### src/rtl/y86_pkg.sv
// Shared Y86-64 constants: register ids, status codes and the halt FSM state type.
package y86_pkg;

    typedef logic [3:0] reg_id_t;
    typedef logic [2:0] stat_t;

    localparam reg_id_t RNONE = 4'hF;
    localparam reg_id_t RRSP  = 4'h4;

    localparam stat_t STAT_AOK = 3'd1;
    localparam stat_t STAT_HLT = 3'd2;
    localparam stat_t STAT_ADR = 3'd3;
    localparam stat_t STAT_INS = 3'd4;

    typedef enum logic {
        ST_RUN    = 1'b0,
        ST_HALTED = 1'b1
    } halt_state_t;

endpackage

### src/rtl/regfile_read_port.sv
// One combinational read port: selects a register by id, RNONE (or any id past NREG) reads 0.
module regfile_read_port
    import y86_pkg::*;
#(
    parameter int NREG = 15,
    parameter int W    = 64
) (
    input  logic [NREG-1:0][W-1:0] regs,
    input  reg_id_t                sel,
    output logic [W-1:0]           val
);

    // Mux the selected register onto the port; ids without storage read as zero.
    always_comb begin
        // NOTE: every always_comb output gets a default before any branch, so no latch is inferred.
        val = '0;
        if (sel < reg_id_t'(NREG)) begin
            val = regs[sel];
        end
    end

endmodule

### src/rtl/register_file.sv
// Architectural register file and commit point of the SEQ core: two write ports
// (M over E on a shared id), three combinational read ports and a sticky halt latch.
module register_file
    import y86_pkg::*;
#(
    parameter int NREG = 15,
    parameter int W    = 64
) (
    input  logic          clk,
    input  logic          rst_n,
    input  logic [3:0]    srcA,
    input  logic [3:0]    srcB,
    output logic [W-1:0]  valA,
    output logic [W-1:0]  valB,
    input  logic [3:0]    dstE,
    input  logic [W-1:0]  valE,
    input  logic [3:0]    dstM,
    input  logic [W-1:0]  valM,
    input  logic [2:0]    stat,
    output logic          halted,
    input  logic [3:0]    dbg_sel,
    output logic [W-1:0]  dbg_val
);

    logic [NREG-1:0][W-1:0] regs_q, regs_d;
    halt_state_t            state_q, state_d;
    logic                   commit;

    // Next-state: halt FSM plus write decode; the M write is applied last so it wins a shared id.
    always_comb begin
        regs_d  = regs_q;
        state_d = state_q;
        commit  = (stat == STAT_AOK) && (state_q == ST_RUN);

        if ((state_q == ST_RUN) && (stat != STAT_AOK)) begin
            state_d = ST_HALTED;
        end

        if (commit) begin
            if (reg_id_t'(dstE) != RNONE) begin
                regs_d[dstE] = valE;
            end
            if (reg_id_t'(dstM) != RNONE) begin
                regs_d[dstM] = valM;
            end
        end
    end

    // State register; the whole array is cleared on reset so reads show 0 while in reset.
    always_ff @(posedge clk or negedge rst_n) begin
        if (!rst_n) begin
            // NOTE: the register array is reset on purpose: architectural state must read 0 out of reset.
            regs_q  <= '0;
            state_q <= ST_RUN;
        end else begin
            // NOTE: non-blocking assignments for all flops so every update sees pre-edge values.
            regs_q  <= regs_d;
            state_q <= state_d;
        end
    end

    assign halted = (state_q == ST_HALTED);

    regfile_read_port #(.NREG(NREG), .W(W)) u_port_a (
        .regs (regs_q),
        .sel  (srcA),
        .val  (valA)
    );

    regfile_read_port #(.NREG(NREG), .W(W)) u_port_b (
        .regs (regs_q),
        .sel  (srcB),
        .val  (valB)
    );

    regfile_read_port #(.NREG(NREG), .W(W)) u_port_dbg (
        .regs (regs_q),
        .sel  (dbg_sel),
        .val  (dbg_val)
    );

endmodule
### config.mk
export PLATFORM = sky130hd
export DESIGN_NAME = register_file
export DESIGN_NICKNAME = d
export VERILOG_FILES = /design/src/rtl/y86_pkg.sv /design/src/rtl/regfile_read_port.sv /design/src/rtl/register_file.sv
export SDC_FILE = /design/constraint.sdc
export NUM_CORES = 2
export LEC_CHECK = 0
export CORE_ASPECT_RATIO = 2
export CORE_MARGIN = 2
export CORE_UTILIZATION = 35
export CTS_CLUSTER_SIZE = 20
export DETAILED_ROUTE_END_ITERATION = 8
export PLACE_DENSITY = 0.51
export RECOVER_POWER = 25
export SLEW_MARGIN = 30
export SYNTH_ARGS = -nofsm -noshare
export SYNTH_HDL_FRONTEND = slang
export SYNTH_SLANG_ARGS = --single-unit
### constraint.sdc
create_clock -name clk -period 2.8 [get_ports clk]
set_input_delay 0.7 -clock clk [delete_from_list [all_inputs] [get_ports clk]]
set_output_delay 0.7 -clock clk [all_outputs]
set_load 0.01 [all_outputs]
==> metrics.md <==
| Metric | Value |
|---|---|
| Routed wire per std cell | `37.5 um` |
| CTS buffer count | `103` |
| Worst R2R Path Depth | `8` |
| Placed cell count | `10002` |
| TNS Setup | `-56.29 ns` |
| Fmax | `0.299 GHz` |
| Gpl congestion | `0.961` |
| Final hold vios | `0` |
| Worst Path Arrival | `2.64 ns` |
| Worst EP required | `2.10 ns` |
| # clock sinks | `961` |
| Number of global-route vias before repair | `72083` |
| Nets | `8211` |
| Share of the synthesized area in the top cell type | `36.5%` |
| Failing checks | `setup timing` |
| Register area share after synthesis | `36.5%` |
| Asr flop ratio synth | `100%` |
| H-Tree Depth | `3` |
| Count leader, synth | `nor2_1` |
| Setup Viol. Count Final | `192` |
| Hold depth | `1` |
| Cells after synthesis | `6964` |
| Hold wc startpoint | `regs_q[176]` |
| Most common library cells after synthesis | `nor2_1 (998), dfrtp_1 (961), o22ai_1 (932), a21oi_1 (877), clkbuf_1 (486)` |
| Final worst path period share | `119%` |
| Flops & latches, synth | `961` |
| HPWL after detailed placement | `251 mm` |
| CP delay by family, top | `buffers and inverters` |
| Crit-path slowest cell | `a2111oi_4` |
| Final clock skew | `0.0166 ns` |
| Pwr dens | `390 mW/mm2` |
| Synth unique cells | `59` |
| Slew Limit Fails | `0` |
| Ys Warns | `0` |
| Ys flop type | `dfrtp_1` |
| Iter 0 DRT Violations | `11505` |
| R2R setup slack | `0.67 ns` |
| Crit path cell chain | `buf_16 > buf_16 > buf_12 > buf_8 > buf_6 > mux4_2 > nor2b_4 > a211oi_4 > a2111oi_4 > buf_6` |
| CP max FO | `6` |
| Max incr delay on CP | `0.53 ns` |
| Mapped cell area | `0.0658 mm2` |
| Clk_lat worst skew | `0.74 ns` |
| Routed vias | `74683` |
| First-pass detailed-route iteration total | `6` |
| Reg2reg start | `halted` |
| Row count | `225` |
| Top post-synthesis cells by area | `dfrtp_1 (37%), mux4_2 (13%), o22ai_1 (8.9%)` |
| Hold_ws | `0.554 ns` |
| Die area | `0.192 mm2` |
| Post-synth net total | `7117` |
| Initial antenna violation count | `35` |
| Maximum vdd ir drop | `475 uV` |
| Critical path capture point type | `output port` |
| Hold EP | `regs_q[176]` |
| Gr usage total | `39.5%` |
| Worst slew pin tran | `1.22 ns` |
| DRC errors left | `0` |
| Via density | `7.01` |
| IO buf count | `345` |
| CTS tree | `done` |
| Static Leakage | `39.7 nW` |
| Mean post-synth cell area | `9.45 um2` |
| RSZ-0062 raised after global routing | `yes` |
| RR Endpoint | `regs_q[776]` |
| Io pins | `346` |
| MaxCap Viol Count | `0` |
| Area leader, netlist | `dfrtp_1` |
| Post-synth EDFFs | `0` |
| First-pass GRT wire length | `549 mm` |
| Die height | `617 um` |
| Crit path buffers/inverters | `6` |
| Area of the multi-input gates | `0.0435 mm2` |
| Share of layout cells above drive strength 1 | `37.0%` |
| Chip width | `311 um` |
| Max-slew headroom | `18.8%` |
| Setup CP Type | `in2out` |
| Final worst slack | `-0.541 ns` |
| Clock Pin Slew Worst Setup and Hold Paths | `0.07 ns` |
| Post-route ant nets | `0` |
| Core region area | `0.187 mm2` |
| Hold Path Class | `reg2reg` |
| Startpoint Class | `primary input` |
| Clk buf depth | `3` |
| Total congestion overflow | `0` |
| Largest net degree at the start of global routing | `173` |
| Outcome | `finished with violations` |
| Pre-CTS WS | `-1.26 ns` |
| Fin area | `0.0956 mm2` |
| Total wire length | `399 mm` |
| Clock Tree Root | `clkbuf_16` |
| Initial core utilization | `35.2%` |
| Non-Filler Instances | `10653` |
| Post-layout min period | `3.34 ns` |
| Fillers | `16886` |
| Seq. cell area | `0.0241 mm2` |
| Worst Setup SP | `srcB[0]` |
| Area Overhead vs Synth | `45.3%` |
| Placed Area | `0.0822 mm2` |
## per-stage QoR
step                power (mW)  utilization, %
CTS                       36.6            49.5
finish                    37.3            51.1
floorplan                 17.3               -
global placement          21.1            43.9
global route              37.8            51.1
detailed placement        21.1            43.9
## registers in the layout, indices dropped and copies added (netlist names)
register,count
halted,1
regs_q,960
## how the worst max path moves through the flow
stage | endpoint | slack (ns) | cells after the start
2_1_floorplan | valB[19] | -0.05 | 6
3_3_place_gp | valB[2] | -1.34 | 8
3_5_place_dp | valB[2] | -1.26 | 8
4_1_cts | valA[40] | -0.55 | 9
5_1_grt | valB[32] | -0.52 | 10
6_report | valB[32] | -0.54 | 10
## cells in the final DEF, fill, tap and decap left out, drive strengths merged, types with 26 or more instances in the layout
cell,synthesis,routed
buf,414,1697
nor2,998,998
dfrtp,961,961
o22ai,932,932
a21oi,886,886
mux2i,449,449
mux4,384,384
a211oi,379,379
nor2b,261,261
clkbuf,487,196
a22o,140,140
clkdlybuf4s50,0,140
o21ai,134,134
a2111oi,127,127
o2bb2ai,84,84
nand3b,66,66
nand2,66,66
a22oi,64,64
and2,26,26
## cell type report
cell class | instances | area share, %
diodes | 20 | 0.0523
clock buffers | 144 | 3.13
clock inverters | 39 | 0.421
inverters | 3 | 0.0144
multi-input cells | 5099 | 45.5
flip-flops and latches | 961 | 25.1
well taps | 2497 | 3.27
repair buffers | 1890 | 22.5
## power by group
group	switching (mW)	total (mW)	internal, mW
clock	6.66	14.7	8.06
sequential	0.203	14.2	14.0
combinational	4.75	8.30	3.55
total	11.6	37.3	25.7
## routing by layer
| layer | up-vias | share of wire [%] | GRT usage (%) |
|---|---|---|---|
| met5 | - | 0.044 | 0 |
| met4 | 26 | 10 | 31.7 |
| met3 | 2113 | 13 | 11.3 |
| met2 | 6676 | 42 | 58.0 |
| met1 | 36886 | 35 | 48.2 |
| li1 | 28982 | - | - |
## repair_timing
item | CTS | global route
gates cloned | 28 | 18
pin swaps | 265 | 256
resized for setup | 1562 | 606
buffers inserted | 398 | 162
endpoints found under the hold margin | 19 | 0
setup endpoints to repair | 192 | 191
hold buffers | 1 | 0
## logic make-up after synthesis
logic type,after synthesis,share of synthesized area (%)
AOI/OAI and AO/OA,2768,26.8
and+or+nand+nor,1497,10.7
DFF,961,36.5
buffers and inverters,904,6.06
muxes,834,20.0
## worst reg2reg max path: cells and delay by family, from the launching register on
kind / cells / cell delay (ns)
buffers and inverters: 4 / 0.93
DFF: 1 / 0.42
and+or+nand+nor: 2 / 0.34
AOI/OAI and AO/OA: 2 / 0.34
Power figures use the tool's default switching activity.
